==> src/rtl/qsys_switch_pkg.sv <==
// Purpose: shared constants and types for the slide-switch debounce controller.
// Latency: n/a (package only).
// Backpressure: n/a (package only).
package qsys_switch_pkg;

    // Avalon-MM register word addresses
    localparam logic [1:0] ADDR_STATE = 2'd0;
    localparam logic [1:0] ADDR_RAW   = 2'd1;
    localparam logic [1:0] ADDR_MASK  = 2'd2;
    localparam logic [1:0] ADDR_EDGE  = 2'd3;

    // Edge kinds that set a capture bit
    localparam int EDGE_RISE = 0;
    localparam int EDGE_FALL = 1;
    localparam int EDGE_ANY  = 2;

    // Controller state: SEED loads the debounced value once, RUN debounces forever
    typedef enum logic {
        SEED = 1'b0,
        RUN  = 1'b1
    } dbnc_state_e;

endpackage

==> src/rtl/qsys_switch_debounce_ctrl_bit.sv <==
// Purpose: one switch bit's stability counter and debounced flop.
// Latency: debounced updates on the tick where STABLE_TICKS consecutive disagreeing samples complete.
// Backpressure: none; advances only on tick.
module switch_debounce_bit #(
    parameter int STABLE_TICKS = 10
) (
    input  logic clk,
    input  logic reset_n,
    input  logic tick,
    input  logic seed,
    input  logic sync_in,
    output logic debounced,
    output logic toggle
);

    localparam int CW = $clog2(STABLE_TICKS + 1);

    logic [CW-1:0] cnt_q, cnt_d;
    logic          deb_q, deb_d;

    // Seed on the first tick, then count consecutive disagreeing ticks; counter saturates by clearing on toggle
    always_comb begin
        cnt_d  = cnt_q;
        deb_d  = deb_q;
        toggle = 1'b0;
        if (tick) begin
            if (seed) begin
                deb_d = sync_in;
                cnt_d = '0;
            end else if (sync_in == deb_q) begin
                cnt_d = '0;
            end else if (cnt_q == CW'(STABLE_TICKS - 1)) begin
                deb_d  = ~deb_q;
                cnt_d  = '0;
                toggle = 1'b1;
            end else begin
                cnt_d = cnt_q + 1'b1;
            end
        end
    end

    // State registers; reset discards any partial count
    always_ff @(posedge clk) begin
        if (!reset_n) begin
            cnt_q <= '0;
            deb_q <= 1'b0;
        end else begin
            cnt_q <= cnt_d;
            deb_q <= deb_d;
        end
    end

    assign debounced = deb_q;

endmodule

==> src/rtl/qsys_switch_debounce_ctrl.sv <==
// Purpose: Avalon-MM switch bank controller: sync, prescale, debounce, edge capture, IRQ (edge/IRQ logic under QSYS_SWITCH_EDGE_IRQ_EN).
// Latency: readdata one cycle after address; debounced 2 + TICK_DIV*STABLE_TICKS cycles worst case; irq one cycle after edge_cap.
// Backpressure: none; slave accepts every access, no waitrequest.
module qsys_switch_debounce_ctrl
    import qsys_switch_pkg::*;
#(
    parameter int WIDTH        = 6,
    parameter int TICK_DIV     = 50000,
    parameter int STABLE_TICKS = 10,
    parameter int EDGE_TYPE    = 2
) (
    input  logic             clk,
    input  logic             reset_n,
    input  logic [1:0]       address,
    input  logic             chipselect,
    input  logic             write_n,
    input  logic [31:0]      writedata,
    input  logic [WIDTH-1:0] in_port,
    output logic [31:0]      readdata,
    output logic             irq
);

    localparam int PW = $clog2(TICK_DIV);

    logic [WIDTH-1:0] sync1_q, sync1_d;
    logic [WIDTH-1:0] sync2_q, sync2_d;
    logic [PW-1:0]    presc_q, presc_d;
    dbnc_state_e      state_q, state_d;
    logic [31:0]      readdata_q, readdata_d;

    logic             tick;
    logic             seed;
    logic             wr_en;
    logic [WIDTH-1:0] debounced;
    logic [WIDTH-1:0] toggle;
    logic [WIDTH-1:0] mask_view;
    logic [WIDTH-1:0] edge_view;

    assign tick  = (presc_q == PW'(TICK_DIV - 1));
    assign seed  = (state_q == SEED);
    assign wr_en = chipselect & ~write_n;

    // Synchroniser shift, prescaler wrap and one-shot SEED->RUN transition
    always_comb begin
        sync1_d = in_port;
        sync2_d = sync1_q;
        presc_d = tick ? '0 : presc_q + 1'b1;
        state_d = state_q;
        if (state_q == SEED && tick) begin
            state_d = RUN;
        end
    end

    // Register read mux; unused upper bits read as zero
    always_comb begin
        readdata_d = '0;
        case (address)
            ADDR_STATE: readdata_d[WIDTH-1:0] = debounced;
            ADDR_RAW:   readdata_d[WIDTH-1:0] = sync2_q;
            ADDR_MASK:  readdata_d[WIDTH-1:0] = mask_view;
            default:    readdata_d[WIDTH-1:0] = edge_view;
        endcase
    end

    // Synchroniser, prescaler, controller state and read data registers
    always_ff @(posedge clk) begin
        if (!reset_n) begin
            sync1_q    <= '0;
            sync2_q    <= '0;
            presc_q    <= '0;
            state_q    <= SEED;
            readdata_q <= '0;
        end else begin
            sync1_q    <= sync1_d;
            sync2_q    <= sync2_d;
            presc_q    <= presc_d;
            state_q    <= state_d;
            readdata_q <= readdata_d;
        end
    end

    for (genvar gi = 0; gi < WIDTH; gi++) begin : g_bit
        switch_debounce_bit #(
            .STABLE_TICKS(STABLE_TICKS)
        ) u_bit (
            .clk      (clk),
            .reset_n  (reset_n),
            .tick     (tick),
            .seed     (seed),
            .sync_in  (sync2_q[gi]),
            .debounced(debounced[gi]),
            .toggle   (toggle[gi])
        );
    end

`ifdef QSYS_SWITCH_EDGE_IRQ_EN
    logic [WIDTH-1:0] mask_q, mask_d;
    logic [WIDTH-1:0] edge_q, edge_d;
    logic [WIDTH-1:0] edge_set;
    logic [WIDTH-1:0] edge_clr;
    logic             irq_q, irq_d;
    logic             unused_wdata;

    assign unused_wdata = ^writedata;

    // Select which debounced transitions count as edges; debounced still holds the pre-toggle value here
    always_comb begin
        edge_set = toggle;
        if (EDGE_TYPE == EDGE_RISE) begin
            edge_set = toggle & ~debounced;
        end else if (EDGE_TYPE == EDGE_FALL) begin
            edge_set = toggle & debounced;
        end
    end

    // Mask write, sticky capture with write-1-to-clear (a same-cycle set wins), IRQ from registered state
    always_comb begin
        edge_clr = (wr_en && address == ADDR_EDGE) ? writedata[WIDTH-1:0] : '0;
        mask_d   = (wr_en && address == ADDR_MASK) ? writedata[WIDTH-1:0] : mask_q;
        edge_d   = (edge_q & ~edge_clr) | edge_set;
        irq_d    = |(edge_q & mask_q);
    end

    // Edge-capture, mask and interrupt registers
    always_ff @(posedge clk) begin
        if (!reset_n) begin
            mask_q <= '0;
            edge_q <= '0;
            irq_q  <= 1'b0;
        end else begin
            mask_q <= mask_d;
            edge_q <= edge_d;
            irq_q  <= irq_d;
        end
    end

    assign mask_view = mask_q;
    assign edge_view = edge_q;
    assign irq       = irq_q;
`else
    logic unused_edge_path;

    assign unused_edge_path = ^{writedata, wr_en, toggle};
    assign mask_view        = '0;
    assign edge_view        = '0;
    assign irq              = 1'b0;
`endif

    assign readdata = readdata_q;

endmodule

==> config.mk <==
export PLATFORM = sky130hd
export DESIGN_NAME = qsys_switch_debounce_ctrl
export DESIGN_NICKNAME = d
export VERILOG_FILES = /design/src/rtl/qsys_switch_pkg.sv /design/src/rtl/qsys_switch_debounce_ctrl_bit.sv /design/src/rtl/qsys_switch_debounce_ctrl.sv
export SDC_FILE = /design/constraint.sdc
export NUM_CORES = 1
export LEC_CHECK = 0
export BUFFER_PORTS_ARGS = -buffer_cell sky130_fd_sc_hd__buf_2
export CAP_MARGIN = 25
export CELL_PAD_IN_SITES_DETAIL_PLACEMENT = 1
export CELL_PAD_IN_SITES_GLOBAL_PLACEMENT = 2
export CORE_UTILIZATION = 29
export CTS_CLUSTER_DIAMETER = 60
export CTS_CLUSTER_SIZE = 30
export DETAILED_ROUTE_END_ITERATION = 10
export PLACE_DENSITY = 0.73
export RECOVER_POWER = 25
export SYNTH_ARGS = -nofsm -noshare
export SYNTH_HDL_FRONTEND = slang
export SYNTH_SLANG_ARGS = --single-unit
==> constraint.sdc <==
create_clock -name clk -period 1.4 [get_ports clk]
set_input_delay 0.35 -clock clk [delete_from_list [all_inputs] [get_ports clk]]
set_output_delay 0.35 -clock clk [all_outputs]
set_load 0.01 [all_outputs]
==> results of run 1 <==
layer usage:
metal | global-route usage (%) | share of wire [%] | routed length [um]
met1 | 15.7 | 45 | 3250
met2 | 23.0 | 52 | 3730
met3 | 3.34 | 2.3 | 165
met4 | 4.43 | 1.3 | 95
met5 | 0 | 0 | 0
final timing paths:
kind                    startpoint                     to  slack, ns  depth (start not counted)
max reg2reg  presc_q[5]$_SDFF_PP0_  presc_q[1]$_SDFF_PP0_      -0.19                          7
min                     in_port[2]  sync1_q[2]$_SDFF_PN0_       0.20                          2
min reg2reg  sync1_q[5]$_SDFF_PN0_  sync2_q[5]$_SDFF_PN0_       0.43                          1
max          presc_q[5]$_SDFF_PP0_  presc_q[1]$_SDFF_PP0_      -0.19                          7
sequential cells by signal, summed over array words and instances, names as in the netlist:
register	flops
g_bit.u_bit.cnt_q	24
g_bit.u_bit.debounced	6
presc_q	16
readdata	6
state_q	1
sync1_q	6
sync2_q	6
worst max-delay path, stage by stage, from the launching register on:
cell	delay (ns)
sky130_fd_sc_hd__dfxtp_2	0.33
sky130_fd_sc_hd__nor4_4	0.30
sky130_fd_sc_hd__buf_4	0.18
sky130_fd_sc_hd__nand4_4	0.15
sky130_fd_sc_hd__buf_4	0.19
sky130_fd_sc_hd__buf_6	0.11
sky130_fd_sc_hd__buf_6	0.10
sky130_fd_sc_hd__and3_1	0.14
where the power goes:
| group | internal [mW] | total, mW | switching (mW) |
|---|---|---|---|
| clock | 0.822 | 1.61 | 0.787 |
| combinational | 0.0825 | 0.196 | 0.114 |
| sequential | 1.87 | 1.89 | 0.0162 |
final cells by class:
type / count / area (um2) / share of cell area [%]
timing repair buffer: 78 / 637 / 15.1
clock inverter: 7 / 71.3 / 1.70
tap: 136 / 170 / 4.05
inverter: 12 / 45.0 / 1.07
multi-input combinational: 242 / 1850 / 44.0
clock buffer: 9 / 124 / 2.94
sequential: 65 / 1310 / 31.1
logic make-up after synthesis:
| kind of cell | share of synthesized area, % |
|---|---|
| other cells | 0.121 |
| compound gates | 11.2 |
| xor+xnor | 5.08 |
| simple gates | 22.6 |
| mux | 3.22 |
| flops | 41.9 |
| fa+ha+maj | 5.24 |
| buf+inv | 10.6 |
cell usage after synthesis (6+ instances only):
library cell and n:
sky130_fd_sc_hd__a21oi_1 8, sky130_fd_sc_hd__and2_1 13, sky130_fd_sc_hd__nor4_1 8, sky130_fd_sc_hd__xnor2_1 11, sky130_fd_sc_hd__o31ai_1 7, sky130_fd_sc_hd__nand2_1 17, sky130_fd_sc_hd__dfxtp_1 65, sky130_fd_sc_hd__nand3_1 15
sky130_fd_sc_hd__mux2i_1 10, sky130_fd_sc_hd__xor2_1 7, sky130_fd_sc_hd__nor2_1 24, sky130_fd_sc_hd__ha_1 13, sky130_fd_sc_hd__and3_1 7, sky130_fd_sc_hd__a21o_1 6, sky130_fd_sc_hd__buf_4 27, sky130_fd_sc_hd__nand4_1 8
sky130_fd_sc_hd__inv_1 12, sky130_fd_sc_hd__o21ai_0 19
placed cells by master (no fill, tap or decap), types with 6 or more instances in the layout:
cell type	instances
sky130_fd_sc_hd__conb_1	27
sky130_fd_sc_hd__xor2_1	7
sky130_fd_sc_hd__o21ai_1	7
sky130_fd_sc_hd__xnor2_1	11
sky130_fd_sc_hd__nor2_2	6
sky130_fd_sc_hd__o21ai_2	8
sky130_fd_sc_hd__mux2i_1	10
sky130_fd_sc_hd__buf_2	14
sky130_fd_sc_hd__inv_1	12
sky130_fd_sc_hd__ha_1	12
sky130_fd_sc_hd__buf_4	51
sky130_fd_sc_hd__nor2_1	17
sky130_fd_sc_hd__nand4_1	8
sky130_fd_sc_hd__and2_1	13
sky130_fd_sc_hd__a21oi_2	6
sky130_fd_sc_hd__clkbuf_8	9
sky130_fd_sc_hd__and3_1	6
sky130_fd_sc_hd__nand3_1	7
sky130_fd_sc_hd__a21o_1	6
sky130_fd_sc_hd__nand2_1	17
sky130_fd_sc_hd__dfxtp_1	60
timing repair:
| item | CTS | global route |
|---|---|---|
| hold buffers | 0 | 0 |
| setup endpoints to repair | 45 | 46 |
| gates cloned | 0 | 2 |
| setup buffers | 5 | 4 |
| pin swaps | 6 | 12 |
| gates resized for setup | 31 | 40 |
stage by stage:
stage                     hold slack (ns)  instances
after CTS                           0.193        544
after floorplan                     0.412        360
after detailed placement            0.421        524
after global placement              0.419        524
after global routing                0.188        549
final                               0.203        549
==> impl_metrics.csv, run 1 <==
group,metric,value,unit
sta,setup-violations-final,38,
detailed_routing,remaining_drc_errors,0,
detailed_routing,viasPerCell,4.58,
clock_tree,cts-root-buf,"sky130_fd_sc_hd__clkbuf_8",
placement,port_buffers,15,
sta,unrepaired_setup_endpoints_after_global_routing,"true",
global_routing,grt_first_pass_wirelength,11.7,mm
placement,place_area,3620,um2
sta,timing.final.crit_share,114,%
sta,timing.final.ws_setup,-0.190,ns
sta,final.setup.tns,-4.49,ns
floorplan,ioPinCount,77,
synth,synth.cell_area,3110,um2
sta,report.final.hold_viol_count,0,
detailed_routing,wirelength,7.23,mm
detailed_routing,drt-initial-drc-count,56,
setup_path,worst_setup_path_start_kind,"flop",
floorplan,initial_core_utilization,29.9,%
status,failing_checks,"negative setup slack",
power,leakagePower,1.72,nW
synth,synthCells,334,
synth,postSynthRegisterBits,65,
finish,nFillCells,1193,
detailed_routing,via_count,2513,
detailed_routing,routed_wire_length_per_instance,13.2,um
synth,postSynthAreaPerCell,9.30,um2
synth,synth_cell_types,44,
sta,skew,0.0149,ns
finish,layout_area_overhead,35.5,%
clock_tree,cts_tree,"built",
global_routing,grt_antenna_before_repair,0,
global_routing,vias_in_the_first_global_route,2557,
floorplan,chipWidth,105,um
sta,clock_period_minus_final_worst_setup_slack,1.59,ns
clock_tree,deepest_level_of_the_cts_h_tree,3,
sta,worst_slew_pin_slew,0.652,ns
synth,synth_area_leader_cell,"sky130_fd_sc_hd__dfxtp_1",
min_path,min-delay-path-class,"primary input to flop",
clock_tree,clkLatencyLatePin,0.34,ns
synth,synth_area_leaders,"sky130_fd_sc_hd__dfxtp_1 (42%), sky130_fd_sc_hd__buf_4 (6.5%), sky130_fd_sc_hd__ha_1 (5.2%)",
status,status,"finished, violations left",
power,power.total,3.70,mW
clock_tree,total_cts_buffers,9,
placement,dp_slack,-0.220,ns
floorplan,die_h,105,um
synth,dominantRegCellSynth,"sky130_fd_sc_hd__dfxtp_1",
sta,fmaxAchievable,629,MHz
synth,netlist.area_leader.share,41.9,%
floorplan,placementRows,37,
detailed_routing,drt_first_pass_iters,4,
setup_path,timing.critical_path.to_type,"flop",
global_routing,grt_start_max_net_pins,24,
floorplan,design.die.area,11100,um2
finish,fin_area,4210,um2
setup_path,critical_path_class,"flop to flop",
floorplan,core_region_area,10400,um2
finish,layout-drive-gt1-share,36.3,%
finish,design.final.nets,465,
global_routing,grt_overflow,0,
sta,worst_slew_margin_rel,56.6,%
global_routing,grt_use_total,13.2,%
sta,report.final.slew_viol_count,0,
setup_path,critPathArrivalTime,1.84,ns
finish,post-route-util,40.6,%
power,power.density_cell_area,879,nW/um2
clock_tree,clkSinkCount,65,
synth,synth-edff-count,0,
power,ir_worst_vdd,0.440,mV
synth,synth.yosys.seq_area_share,41.9,%
synth,synth_async_sr_flop_share,0,%
detailed_routing,antenna_violating_nets_post_route,0,
clock_tree,clk_path_buf_depth,2,
setup_path,worstPathRequired,1.65,ns
clock_tree,clkSlewWorstSetupHoldPaths,0.08,ns
setup_path,worstPathMaxFanout,5,
synth,synthesis.yosys.warnings,0,
placement,hpwlAfterDp,4.90,mm
placement,gpl.final_weighted_congestion,0.728,
finish,antenna_cells,0,
job,max_cap_violations,0,
Power figures use the tool's default switching activity.
==> run 2, diff against run 1 <==
--- a/config.mk
+++ b/config.mk
@@ -15,6 +15,7 @@
 export DETAILED_ROUTE_END_ITERATION = 10
 export PLACE_DENSITY = 0.73
 export RECOVER_POWER = 25
+export SETUP_SLACK_MARGIN = 0.05
 export SYNTH_ARGS = -nofsm -noshare
 export SYNTH_HDL_FRONTEND = slang
 export SYNTH_SLANG_ARGS = --single-unit
==> impl_metrics.csv, run 2 (synthesis results as in run 1) <==
group,metric,value,unit
status,status,"finished, violations left",
status,failing_checks,"negative setup slack",
detailed_routing,viasPerCell,4.64,
clock_tree,deepest_level_of_the_cts_h_tree,3,
finish,layout.cells.most_common,"sky130_fd_sc_hd__dfxtp_1",
sta,timing.final.crit_share,112,%
clock_tree,clk_path_buf_depth,2,
setup_path,crit_chain,"nor4_4 -> buf_4 -> nand4_4 -> clkbuf_16 -> a32oi_1 -> o31ai_1",
finish,layout_area_overhead,46.4,%
clock_tree,clkSinkCount,65,
detailed_routing,antenna_violating_nets_post_route,0,
finish,largest_register_ff_count,24,
global_routing,grt_overflow,0,
sta,setup-violations-final,45,
placement,hpwlAfterDp,5.09,mm
finish,layout-drive-gt1-share,44.2,%
sta,skew,0.0151,ns
sta,final.setup.tns,-4.12,ns
min_path,min-delay-path-class,"primary input to flop",
detailed_routing,wirelength,7.76,mm
floorplan,design.die.area,11100,um2
global_routing,grt_antenna_before_repair,0,
floorplan,core_region_area,10400,um2
setup_path,critical-path-max-stage-delay,0.34,ns
detailed_routing,routed_wire_length_per_instance,14.0,um
detailed_routing,remaining_drc_errors,0,
setup_path,critical_path_class,"flop to flop",
detailed_routing,drt_first_pass_iters,5,
floorplan,die_h,105,um
detailed_routing,drt-initial-drc-count,77,
detailed_routing,via_count,2573,
finish,regMostFlops,"g_bit.u_bit.cnt_q",
sta,report.final.hold_viol_count,0,
sta,report.final.slew_viol_count,0,
clock_tree,cts_tree,"built",
setup_path,worstPathMaxFanout,8,
power,ir_worst_vdd,0.617,mV
clock_tree,clkLatencyLatePin,0.35,ns
global_routing,vias_in_the_first_global_route,2634,
finish,design.final.nets,471,
setup_path,cell_type_of_the_slowest_stage_on_the_worst_timing_path,"sky130_fd_sc_hd__dfxtp_2",
floorplan,ioPinCount,77,
clock_tree,cts-root-buf,"sky130_fd_sc_hd__clkbuf_8",
global_routing,grt_start_max_net_pins,22,
sta,fmaxAchievable,636,MHz
finish,antenna_cells,0,
floorplan,placementRows,37,
setup_path,worstPathRequired,1.63,ns
setup_path,critPathArrivalTime,1.81,ns
finish,most-common-layout-cells,"sky130_fd_sc_hd__dfxtp_1 (58), sky130_fd_sc_hd__buf_4 (52), sky130_fd_sc_hd__conb_1 (27)",
sta,unrepaired_setup_endpoints_after_global_routing,"true",
placement,gpl.final_weighted_congestion,0.723,
sta,timing.final.ws_setup,-0.172,ns
power,leakagePower,1.85,nW
global_routing,grt_first_pass_wirelength,12.3,mm
global_routing,grt_use_total,14.1,%
clock_tree,total_cts_buffers,9,
power,power.density_cell_area,826,nW/um2
setup_path,worst_setup_path_start_kind,"flop",
job,max_cap_violations,0,
clock_tree,clkSlewWorstSetupHoldPaths,0.09,ns
setup_path,timing.critical_path.to_type,"flop",
placement,port_buffers,15,
placement,dp_slack,-0.218,ns
sta,clock_period_minus_final_worst_setup_slack,1.57,ns
floorplan,chipWidth,105,um
floorplan,initial_core_utilization,29.9,%
finish,biggestRegsByFlops,"g_bit.u_bit.cnt_q: 24 flops, presc_q: 16 flops",
-- run 2: routing by layer --
layer	wire length (um)	vias up	track usage [%]
met1	3440	1264	16.5
met4	95	0	4.83
met3	155	9	3.53
li1	-	1279	-
met2	4070	21	25.0
met5	0	-	0
-- run 2: timing repair --
action | CTS | global route
buffers inserted | 6 | 13
gates resized for setup | 51 | 60
pin swaps | 15 | 33
cloned | 2 | 1
hold buffers | 0 | 0
endpoints found under the setup margin | 46 | 46
-- run 2: worst paths after layout --
path,from,to,slack [ns],cells past startpoint
worst min register to register,sync1_q[0]$_SDFF_PN0_,sync2_q[0]$_SDFF_PN0_,0.44,1
worst max-delay path,presc_q[4]$_SDFF_PP0_,g_bit[2].u_bit.cnt_q[3]$_SDFFE_PN0N_,-0.17,6
worst max register to register,presc_q[4]$_SDFF_PP0_,g_bit[2].u_bit.cnt_q[3]$_SDFFE_PN0N_,-0.17,6
worst min-delay path,in_port[2],sync1_q[2]$_SDFF_PN0_,0.20,2
-- run 2: layout make-up --
class	count	area [um2]
clock inverters	7	77.6
repair buffers	83	702
clock buffers	9	124
multi-input cells	243	2120
well taps	136	170
fillers	1166	5820
flip-flops and latches	65	1310
inverters	12	45.0
-- run 2: worst max-delay path, delay by kind of cell, from the launching register on --
family,cells,cell delay [ns]
AO/OA/AOI/OAI,2,0.27
AND/OR/NAND/NOR,2,0.44
flip-flops,1,0.34
buffers and inverters,2,0.41
-- run 2: stage by stage --
step                area [um2]  hold WS (ns)  utilization [%]  total power, mW  instances
floorplan                 3320         0.412                -             2.10        360
global placement          3650         0.415             35.2             2.10        518
detailed placement        3650         0.420             35.2             2.10        518
CTS                       4140         0.187             39.9             3.80        542
global route              4550         0.175             43.8             3.91        555
finish                    4550         0.202             43.8             3.76        555
-- run 2: power breakdown --
group / total (mW) / internal, mW / leakage (nW) / switching, mW
Clock: 1.65 / 0.837 / 0.100 / 0.815
Combinational: 0.214 / 0.0894 / 1.22 / 0.124
Sequential: 1.89 / 1.87 / 0.530 / 0.0161
Total: 3.76 / 2.80 / 1.85 / 0.955
==> run 3, diff against run 2 <==
--- a/config.mk
+++ b/config.mk
@@ -13,6 +13,7 @@
 export CTS_CLUSTER_DIAMETER = 60
 export CTS_CLUSTER_SIZE = 30
 export DETAILED_ROUTE_END_ITERATION = 10
+export MAX_ROUTING_LAYER = met4
 export PLACE_DENSITY = 0.73
 export RECOVER_POWER = 25
 export SETUP_SLACK_MARGIN = 0.05
==> impl_metrics.csv, run 3 (synthesis results as in run 1) <==
group,metric,value,unit
power,leakagePower,1.85,nW
global_routing,grt_util_met1,16.4,%
sta,report.final.slew_viol_count,0,
sta,report.final.hold_viol_count,0,
setup_path,critical_path_class,"flop to flop",
sta,unrepaired_setup_endpoints_after_global_routing,"true",
setup_path,worst_setup_path_start_kind,"flop",
detailed_routing,drt-initial-drc-count,82,
setup_path,worstPathRequired,1.63,ns
power,power.total,3.75,mW
setup_path,worstPathMaxFanout,8,
detailed_routing,via_count,2571,
detailed_routing,drt_first_pass_iters,4,
floorplan,placementRows,37,
setup_path,r2r_slack,-0.17,ns
floorplan,die_h,105,um
global_routing,grt_use_total,14.5,%
sta,clock_period_minus_final_worst_setup_slack,1.57,ns
global_routing,grt_util_met3,3.53,%
detailed_routing,wirelength,7.75,mm
finish,most-common-layout-cells,"sky130_fd_sc_hd__dfxtp_1 (58), sky130_fd_sc_hd__buf_4 (52), sky130_fd_sc_hd__conb_1 (27)",
setup_path,ff2ff_path_depth,6,
job,max_cap_violations,0,
finish,biggestRegsByFlops,"g_bit.u_bit.cnt_q: 24 flops, presc_q: 16 flops",
sta,final.setup.tns,-4.15,ns
sta,setup-violations-final,45,
detailed_routing,viasPerCell,4.63,
clock_tree,deepest_level_of_the_cts_h_tree,3,
floorplan,initial_core_utilization,29.9,%
min_path,min-delay-path-class,"primary input to flop",
power,power.density_cell_area,825,nW/um2
setup_path,regToRegEndpoint,"g_bit[2].u_bit.cnt_q[3]$_SDFFE_PN0N_",
detailed_routing,antenna_violating_nets_post_route,0,
clock_tree,clkSinkCount,65,
clock_tree,cts_tree,"built",
setup_path,critPathArrivalTime,1.81,ns
floorplan,chipWidth,105,um
detailed_routing,remaining_drc_errors,0,
placement,hpwlAfterDp,5.09,mm
finish,layout_area_overhead,46.4,%
clock_tree,post_cts_hold_buffer_count,0,
finish,nFillCells,1166,
global_routing,grt_start_max_net_pins,22,
finish,regMostFlops,"g_bit.u_bit.cnt_q",
sta,timing.final.ws_setup,-0.173,ns
sta,fmaxAchievable,636,MHz
power,ir_worst_vdd,0.611,mV
clock_tree,total_cts_buffers,9,
clock_tree,clkSlewWorstSetupHoldPaths,0.08,ns
min_path,hold_end,"sync1_q[2]$_SDFF_PN0_",
floorplan,core_region_area,10400,um2
placement,gpl.final_weighted_congestion,0.732,
clock_tree,clk_path_buf_depth,2,
finish,largest_register_ff_count,24,
placement,port_buffers,15,
detailed_routing,routed_wire_length_per_instance,14.0,um
setup_path,timing.critical_path.to_type,"flop",
clock_tree,cts-root-buf,"sky130_fd_sc_hd__clkbuf_8",
global_routing,busiest_layer,"met2",
min_path,min_path_cells,2,
global_routing,grt_antenna_before_repair,0,
sta,skew,0.0144,ns
sta,timing.final.crit_share,112,%
finish,layout.cells.most_common,"sky130_fd_sc_hd__dfxtp_1",
status,failing_checks,"negative setup slack",
finish,layout-drive-gt1-share,44.2,%
min_path,worst_min_delay_path_startpoint,"in_port[2]",
global_routing,grt_overflow,0,
clock_tree,clkLatencyLatePin,0.35,ns
floorplan,design.die.area,11100,um2
finish,design.final.nets,471,
status,status,"finished, violations left",
finish,antenna_cells,0,
global_routing,grt_first_pass_wirelength,12.3,mm
setup_path,worstReg2RegStart,"presc_q[4]$_SDFF_PP0_",
global_routing,vias_in_the_first_global_route,2636,
floorplan,ioPinCount,77,
global_routing,use_met2,25.0,%
==> run 3: cell counts in the layout (fill, tap and decap cells not counted) <==
Identical to the previous run, type by type.
==> run 3: report_power, final <==
part | internal, mW | switching (mW) | leakage [nW]
Clock | 0.837 | 0.812 | 0.100
Sequential | 1.87 | 0.0161 | 0.530
Combinational | 0.0894 | 0.124 | 1.22
==> run 3: worst max path at each step <==
stage	startpoint	endpoint	slack, ns	depth (start not counted)
floorplan	presc_q[7]$_SDFF_PP0_	g_bit[4].u_bit.debounced$_SDFFE_PN0P_	-0.03	5
global placement	presc_q[7]$_SDFF_PP0_	g_bit[0].u_bit.debounced$_SDFFE_PN0P_	-0.16	5
detailed placement	presc_q[7]$_SDFF_PP0_	g_bit[0].u_bit.debounced$_SDFFE_PN0P_	-0.22	5
CTS	presc_q[10]$_SDFF_PP0_	g_bit[4].u_bit.cnt_q[0]$_SDFFE_PN0N_	-0.16	6
global route	presc_q[4]$_SDFF_PP0_	g_bit[1].u_bit.debounced$_SDFFE_PN0P_	-0.24	6
finish	presc_q[4]$_SDFF_PP0_	g_bit[2].u_bit.cnt_q[3]$_SDFFE_PN0N_	-0.17	6
==> run 3: worst max-delay path: stages, from the launching register on <==
cell and delay [ns]:
sky130_fd_sc_hd__dfxtp_2 0.34, sky130_fd_sc_hd__nor4_4 0.30, sky130_fd_sc_hd__buf_4 0.19, sky130_fd_sc_hd__nand4_4 0.15, sky130_fd_sc_hd__clkbuf_16 0.22, sky130_fd_sc_hd__a32oi_1 0.18, sky130_fd_sc_hd__o31ai_1 0.09
==> run 3: timing repair <==
item | in CTS | in global routing
setup buffers | 6 | 13
endpoints found under the setup margin | 46 | 46
gates resized for setup | 51 | 60
pin swaps | 15 | 33
gates cloned | 2 | 1
==> run 3: routing by layer <==
metal | wire (um) | share of wire (%) | vias to the layer above
met4 | 98 | 1.3 | 0
met2 | 4070 | 52 | 21
met1 | 3430 | 44 | 1262
met5 | 0 | 0 | -
li1 | - | - | 1280
met3 | 158 | 2.0 | 8
==> run 3: cell type report <==
type / count / area (um2) / area share (%)
multi-input cells: 243 / 2120 / 46.6
flip-flops and latches: 65 / 1310 / 28.8
inverters: 12 / 45.0 / 0.991
repair buffers: 83 / 702 / 15.4
well taps: 136 / 170 / 3.74
clock inverters: 7 / 77.6 / 1.71
clock buffers: 9 / 124 / 2.73
==> run 3: through the flow <==
stage                     cell area (um2)  setup WS, ns  util, %  hold WS, ns  cells
final                                4550        -0.173     43.8        0.204    555
after CTS                            4140        -0.155     39.9        0.187    542
after detailed placement             3650        -0.218     35.2        0.420    518
after global placement               3650        -0.163     35.2        0.415    518
after floorplan                      3320       -0.0263        -        0.412    360
after global routing                 4550        -0.238     43.8        0.176    555
